==> src/rtl/rv_pipe_pkg.sv <==
// Shared definitions for the five-stage RV64 pipeline: sequencer state
// encoding, the hard-wired zero register and the NOP used for bubbles.
package rv_pipe_pkg;

  typedef enum logic {
    RUN   = 1'b0,
    REDIR = 1'b1
  } state_t;

  localparam logic [4:0]  REG_X0    = 5'd0;
  localparam logic [31:0] NOP_INSTR = 32'h00000013;  // addi x0, x0, 0
  localparam int          FCNT_W    = 3;

endpackage

==> src/rtl/pipe_hazard_ctrl_sat_counter.sv <==
// Saturating event counter: counts up on inc, sticks at all-ones, never wraps.
module sat_counter #(
  parameter int W = 32
) (
  input  logic         clk,
  input  logic         rst,
  input  logic         inc,
  output logic [W-1:0] count
);

  logic [W-1:0] count_q;
  logic [W-1:0] count_d;

  always_comb begin
    count_d = count_q;
    if (inc && (count_q != {W{1'b1}})) begin
      count_d = count_q + {{(W-1){1'b0}}, 1'b1};
    end
  end

  always_ff @(posedge clk or negedge rst) begin
    if (!rst) begin
      count_q <= '0;
    end else begin
      count_q <= count_d;
    end
  end

  assign count = count_q;

endmodule

==> src/rtl/pipe_hazard_ctrl.sv <==
// Pipeline sequencer: decides advance/hold/flush for PC, IF/ID, ID/EX and
// EX/MEM/WB. Perf counters are built only when HAZARD_PERF_EN is defined.
module pipe_hazard_ctrl
  import rv_pipe_pkg::*;
#(
  parameter int FLUSH_CYCLES = 1,
  parameter int PERF_W       = 32
) (
  input  logic              clk,
  input  logic              rst,
  input  logic [4:0]        id_rs1,
  input  logic [4:0]        id_rs2,
  input  logic              id_use_rs1,
  input  logic              id_use_rs2,
  input  logic [4:0]        ex_rd,
  input  logic              ex_mem_read,
  input  logic              ex_redirect,
  input  logic              mem_req,
  input  logic              mem_ready,
  output logic              pc_write,
  output logic              ifid_write,
  output logic              ifid_flush,
  output logic              idex_bubble,
  output logic              pipe_hold,
  output logic [PERF_W-1:0] perf_stall,
  output logic [PERF_W-1:0] perf_flush,
  output logic [PERF_W-1:0] perf_memwait,
  output state_t            dbg_state,
  output logic [FCNT_W-1:0] dbg_fcnt
);

  localparam logic [FCNT_W-1:0] FCNT_RELOAD = FCNT_W'(FLUSH_CYCLES - 1);

  state_t            state_q, state_d;
  logic [FCNT_W-1:0] fcnt_q, fcnt_d;
  logic              mem_wait;
  logic              load_use;
  logic              stall_ev, flush_ev, wait_ev;

  // mem_req/mem_ready: a MEM access is outstanding while mem_req is high and
  // mem_ready low; it completes in the cycle both are high.
  assign mem_wait = mem_req && !mem_ready;
  assign load_use = ex_mem_read && (ex_rd != REG_X0) &&
                    ((id_use_rs1 && (id_rs1 == ex_rd)) ||
                     (id_use_rs2 && (id_rs2 == ex_rd)));

  always_comb begin
    state_d     = state_q;
    fcnt_d      = fcnt_q;
    pc_write    = 1'b1;
    ifid_write  = 1'b1;
    ifid_flush  = 1'b0;
    idex_bubble = 1'b0;
    pipe_hold   = 1'b0;
    stall_ev    = 1'b0;
    flush_ev    = 1'b0;
    wait_ev     = 1'b0;
    if (!rst) begin
      pc_write    = 1'b0;
      ifid_write  = 1'b0;
      ifid_flush  = 1'b1;
      idex_bubble = 1'b1;
    end else if (mem_wait) begin
      // EX is frozen, so a pending redirect or load-use is seen again later
      pc_write   = 1'b0;
      ifid_write = 1'b0;
      pipe_hold  = 1'b1;
      wait_ev    = 1'b1;
    end else if (ex_redirect || (state_q == REDIR)) begin
      ifid_flush  = 1'b1;
      idex_bubble = 1'b1;
      flush_ev    = 1'b1;
      if (ex_redirect) begin
        if (FLUSH_CYCLES > 1) begin
          state_d = REDIR;
          fcnt_d  = FCNT_RELOAD;
        end
      end else if (fcnt_q == FCNT_W'(1)) begin
        state_d = RUN;
        fcnt_d  = '0;
      end else begin
        fcnt_d = fcnt_q - FCNT_W'(1);
      end
    end else if (load_use) begin
      pc_write    = 1'b0;
      ifid_write  = 1'b0;
      idex_bubble = 1'b1;
      stall_ev    = 1'b1;
    end
  end

  always_ff @(posedge clk or negedge rst) begin
    if (!rst) begin
      state_q <= RUN;
      fcnt_q  <= '0;
    end else begin
      state_q <= state_d;
      fcnt_q  <= fcnt_d;
    end
  end

  assign dbg_state = state_q;
  assign dbg_fcnt  = fcnt_q;

`ifdef HAZARD_PERF_EN
  sat_counter #(.W(PERF_W)) u_cnt_stall (
    .clk(clk), .rst(rst), .inc(stall_ev), .count(perf_stall)
  );
  sat_counter #(.W(PERF_W)) u_cnt_flush (
    .clk(clk), .rst(rst), .inc(flush_ev), .count(perf_flush)
  );
  sat_counter #(.W(PERF_W)) u_cnt_memwait (
    .clk(clk), .rst(rst), .inc(wait_ev), .count(perf_memwait)
  );
`else
  logic unused_ev;
  assign unused_ev    = stall_ev ^ flush_ev ^ wait_ev;
  assign perf_stall   = '0;
  assign perf_flush   = '0;
  assign perf_memwait = '0;
`endif

endmodule

==> config.mk <==
export PLATFORM = sky130hd
export DESIGN_NAME = pipe_hazard_ctrl
export DESIGN_NICKNAME = d
export VERILOG_FILES = /design/src/rtl/rv_pipe_pkg.sv /design/src/rtl/pipe_hazard_ctrl_sat_counter.sv /design/src/rtl/pipe_hazard_ctrl.sv
export SDC_FILE = /design/constraint.sdc
export NUM_CORES = 1
export LEC_CHECK = 0
export ABC_AREA = 1
export BUFFER_PORTS_ARGS = -buffer_cell sky130_fd_sc_hd__buf_2
export CORE_MARGIN = 5
export CORE_UTILIZATION = 35
export DETAILED_ROUTE_END_ITERATION = 12
export PLACE_DENSITY_LB_ADDON = 0.12
export SLEW_MARGIN = 25
export SYNTH_ARGS = -nofsm -noshare
export SYNTH_HDL_FRONTEND = slang
export SYNTH_SLANG_ARGS = --single-unit
==> constraint.sdc <==
create_clock -name clk -period 1.6 [get_ports clk]
set_input_delay 0.16 -clock clk [delete_from_list [all_inputs] [get_ports clk]]
set_output_delay 0.16 -clock clk [all_outputs]
set_load 0.02 [all_outputs]
==> flow_summary.json, run 1 <==
{
  "outcome": "complete, no violations",
  "grt_overflow": 0,
  "drc": 0,
  "postCtsSetupRepairBufs": 0,
  "initial_core_util_pct": 37.0,
  "drt_first_pass_iters": 3,
  "pin_count": 128,
  "fmax_mhz": 842,
  "end_kind": "output port",
  "syn_avg_cell_area_um2": 6.03,
  "routed_via_density": 2.94,
  "final.setup.tns_ps": 0,
  "clkbuf_count": 0,
  "dieArea_mm2": 0.00415,
  "drtIter0Drc": 8,
  "drt_wl_total_um": 1730,
  "startpoint_type": "primary input",
  "timing.final.ws_setup_ps": 412,
  "max-vdd-ir-drop_mv": 0.121,
  "ctsHoldBuffers": 0,
  "power_uw": 313,
  "hp-class": "in2out",
  "syn2layout_area_growth_pct": -20.5,
  "max_cap_viol_count": 0,
  "ys_warn_count": 0,
  "postSynthCellCount": 172,
  "cts_resized": 0,
  "num_vias": 671,
  "rsz0062_at_grt": "false",
  "whs_ps": 668,
  "grt_antenna_before_repair": 0,
  "synth_top_area_share_pct": 73.1,
  "grt_pass1_wl_um": 1880,
  "p_leak_uw": 0.000660,
  "grt_use_total_pct": 5.21,
  "syn_area_mm2": 0.00104,
  "critPathMaxFanout": 3,
  "worstPathRequired_ps": 1440,
  "place.gp.congestion": 0.718,
  "synth_area_leader_cell": "buf_4",
  "hold_viol_final": 0,
  "synth.yosys.seq_area_share_pct": 0,
  "ys_top_cells_by_area": "buf_4 (73%), nand2_1 (11%), inv_1 (6.5%), nor2_1 (3.6%), nand3_1 (1.9%)",
  "fin_crit_ps": 1190,
  "regArea_um2": 0,
  "avgRoutedWirePerCell_um": 7.60,
  "fp.coreArea_mm2": 0.00281,
  "grt_max_degree": 5,
  "ant_nets": 0,
  "dieHeight_um": 64.4,
  "final_core_util_pct": 29.4,
  "drv_slew": 0,
  "arrival_ps": 1030,
  "worstSetupPathType": "in2out",
  "place_ws_ps": 409,
  "rows": 19,
  "drive_gt1_share_pct": 15.7,
  "synth.distinct_cells": 10,
  "placement.io_buffers": 27,
  "timing.final.crit_share_pct": 74.2,
  "setup_viol": 0,
  "seq_cell_count": 0,
  "grt_pass1_vias": 467,
  "powerDensity_mw_per_mm2": 380,
  "die_width_um": 64.4,
  "antenna_cells": 0,
  "num-nets-final": 222,
  "place_hpwl_um": 1710
}
## layout make-up
type / instances / area (um2)
Tap cell: 31 / 38.8
Timing Repair Buffer: 27 / 135
Multi-Input combinational cell: 149 / 572
Inverter: 21 / 78.8
Fill cell: 341 / 1980
## layout by cell type (no fill, tap or decap), drive strengths merged
master  instances
buf            27
conb          100
inv            21
nand2          31
nand3           4
nand4           1
nor2           11
o21ai           2
## critical path: stages
cell     delay [ps]
buf_2           100
inv_1            60
nand2_1          50
nand2_1          50
nor2_1          110
nand3_1          90
nand2_1          90
nand3_1          70
nand2_1          60
inv_1            40
buf_2           150
## cell families after synthesis
logic type | share of synthesized area (%)
AO/OA/AOI/OAI | 0.965
buffers and inverters | 80.7
other | 0.362
AND/OR/NAND/NOR | 18.0
## cells in the mapped netlist
cell / instances
nand4_1: 1
nor2_1: 10
inv_1: 18
nand3_1: 4
o21ai_0: 2
nor2_2: 1
nand2_1: 31
conb_1: 1
buf_4: 101
inv_2: 3
## routing by layer
layer | up-vias | wire [um] | GRT usage (%) | part of all wire (%)
li1 | 352 | - | - | -
met1 | 250 | 578 | 7.02 | 33
met2 | 69 | 802 | 8.89 | 46
met3 | 0 | 351 | 1.38 | 20
met4 | 0 | 0 | 0 | 0
met5 | - | 0 | 0 | 0
## power by group
part | internal, uW | switching [uW]
sequential | 0 | 0
clock | 0 | 0
combinational | 43.6 | 270
total | 43.6 | 270
## path summary, 6_finish.rpt
check                 startpoint  slack [ps]  cells past startpoint   endpoint
worst max-delay path    ex_rd[1]         410                     11   pc_write
worst min-delay path         rst         670                      4  pipe_hold
## through the flow
step / instances / cell area (um2)
after floorplan: 271 / 1410
after global placement: 228 / 825
after detailed placement: 228 / 825
after CTS: 228 / 825
after global routing: 228 / 825
final: 228 / 825
No activity file was read; power rests on OpenSTA's default activity.
==> run 2, diff against run 1 <==
--- a/config.mk
+++ b/config.mk
@@ -5,10 +5,10 @@
 export SDC_FILE = /design/constraint.sdc
 export NUM_CORES = 1
 export LEC_CHECK = 0
-export ABC_AREA = 1
+export ABC_AREA = 0
 export BUFFER_PORTS_ARGS = -buffer_cell sky130_fd_sc_hd__buf_2
 export CORE_MARGIN = 5
-export CORE_UTILIZATION = 35
+export CORE_UTILIZATION = 30
 export DETAILED_ROUTE_END_ITERATION = 12
 export PLACE_DENSITY_LB_ADDON = 0.12
 export SLEW_MARGIN = 25
==> constraint.sdc (replaced) <==
create_clock -name clk -period 1 [get_ports clk]
set_input_delay 0.1 -clock clk [delete_from_list [all_inputs] [get_ports clk]]
set_output_delay 0.1 -clock clk [all_outputs]
set_load 0.02 [all_outputs]
==> flow_summary.json, run 2 <==
{
  "hold_viol_final": 0,
  "seq_cell_count": 0,
  "arrival_ps": 1330,
  "hp-start": "rst",
  "postCtsSetupRepairBufs": 0,
  "yosys-top-cells-count": "buf_4 (101), xor2_1 (8), nand2_1 (2), xnor2_1 (2)",
  "worstPathRequired_ps": 900,
  "synth.distinct_cells": 16,
  "dp.cells": 195,
  "pin_count": 128,
  "muxShareOfSynthArea_pct": 0,
  "hp-class": "in2out",
  "powerDensity_mw_per_mm2": 631,
  "violations": "setup timing",
  "drtIter0Drc": 5,
  "drive_gt1_share_pct": 22.5,
  "placement.io_buffers": 27,
  "synth_area_leader_cell": "buf_4",
  "end_kind": "output port",
  "drc": 0,
  "hold_path_end": "ifid_flush",
  "grt_antenna_before_repair": 0,
  "place.gp.congestion": 0.646,
  "syn2layout_area_growth_pct": -12.6,
  "rows": 20,
  "dieArea_mm2": 0.00436,
  "synth.most_common_cell": "buf_4",
  "fp.coreArea_mm2": 0.00303,
  "outcome": "finished, violations left",
  "timing.final.crit_share_pct": 143,
  "ant_nets": 0,
  "avgRoutedWirePerCell_um": 8.68,
  "multiInputGateArea_um2": 591,
  "syn_area_um2": 941,
  "fin_crit_ps": 1430,
  "drv_slew": 0,
  "regArea_um2": 0,
  "clkbuf_count": 0,
  "synth_top_family_by_area": "buffers and inverters",
  "fmax_mhz": 698,
  "postSynthCellCount": 125,
  "final_cells": 195,
  "synth_top_area_share_pct": 80.6,
  "die_width_um": 66.0,
  "place_ws_ps": -512,
  "yosys.area_share.simple_pct": 6.25,
  "final_core_util_pct": 27.1,
  "n_fill_cell": 330,
  "mostFrequentLayoutCell": "conb_1",
  "synthAdderAreaFrac_pct": 0,
  "synth.yosys.seq_area_share_pct": 0,
  "dieHeight_um": 66.0,
  "num-nets-final": 176,
  "grt_use_total_pct": 5.03,
  "initial_core_util_pct": 31.1,
  "antenna_cells": 0,
  "rsz0062_at_grt": "true",
  "power_uw": 519,
  "worstHoldPathCells": 3,
  "max-vdd-ir-drop_mv": 0.174,
  "routed_via_density": 2.74,
  "timing.final.ws_setup_ps": -434,
  "drt_first_pass_iters": 2,
  "drt_wl_total_um": 1690,
  "startpoint_type": "primary input",
  "max_cap_viol_count": 0,
  "syn_avg_cell_area_um2": 7.53,
  "grt_pass1_vias": 395,
  "worstSetupPathType": "in2out",
  "ys_warn_count": 0,
  "place_hpwl_um": 1610,
  "grt_overflow": 0,
  "critPathMaxFanout": 2,
  "grt_pass1_wl_um": 1810,
  "num_vias": 535,
  "synth_compound_area_share_pct": 3.46,
  "setup_viol": 3,
  "grt_max_degree": 5,
  "synth-xor-area-share_pct": 9.31,
  "ys_top_cells_by_area": "buf_4 (81%), xor2_1 (7.4%), xnor2_1 (1.9%), nor4_2 (1.3%), o311a_1 (1.1%)",
  "p_leak_uw": 0.000519,
  "final_cell_mix": "conb_1 (100), buf_2 (21), xor2_1 (8)"
}
-- run 2: cell types whose count changed after synthesis, moves of 3 or more --
cell / delta
nand3_1: -4
nor2_1: -10
inv_2: -3
xor2_1: +8
inv_1: -18
nand2_1: -29
-- run 2: report_power, final --
part	internal [uW]	switching [uW]
clock	0	0
combinational	93.9	425
sequential	0	0
total	93.9	425
-- run 2: cells by family after synthesis --
family          count (synthesis)
compound gates                  4
xor+xnor                       10
other cells                     1
simple gates                    9
buf+inv                       101
-- run 2: final cells by class --
class	instances	share of cell area, %
repair buffers	28	21.5
multi-input cells	123	71.8
well taps	44	6.70
-- run 2: repair_timing --
item	in CTS	in global routing
setup endpoints to repair	3	3
gates resized for setup	12	0
cloned	0	0
hold buffers	0	0
endpoints found under the hold margin	0	0
pin swaps	5	0
-- run 2: per-layer routing --
metal  track usage [%]  up-vias  share of wire (%)
met4                 0        0                  0
met2              7.76       70                 46
li1                  -      243                  -
met5                 0        -                  0
met3              2.21        0                 22
met1              6.85      222                 33
-- run 2: worst max-delay path, stage by stage --
cell,delay (ps)
buf_2,110
xor2_1,160
nor4_2,300
a32oi_2,190
o311a_4,340
buf_6,130
-- run 2: metrics by stage --
| step | hold WS [ps] | cell area [um2] | setup TNS, ps |
|---|---|---|---|
| 4_1_cts | 528 | 822 | -1240 |
| 5_1_grt | 546 | 822 | -1440 |
| 2_1_floorplan | 307 | 1340 | -650 |
| 3_3_place_gp | 530 | 774 | -1420 |
| 6_report | 527 | 822 | -1250 |
| 3_5_place_dp | 522 | 774 | -1450 |
-- run 2: how the worst max path moves through the flow --
| stage | from | end | slack, ps | depth (start not counted) |
|---|---|---|---|---|
| finish | id_rs1[1] | pc_write | -430 | 6 |
| global route | id_rs1[3] | pc_write | -490 | 6 |
| global placement | ex_rd[1] | pc_write | -500 | 6 |
| detailed placement | ex_rd[3] | ifid_write | -510 | 6 |
| floorplan | ex_rd[3] | pc_write | -310 | 5 |
| CTS | id_rs1[3] | ifid_write | -430 | 6 |
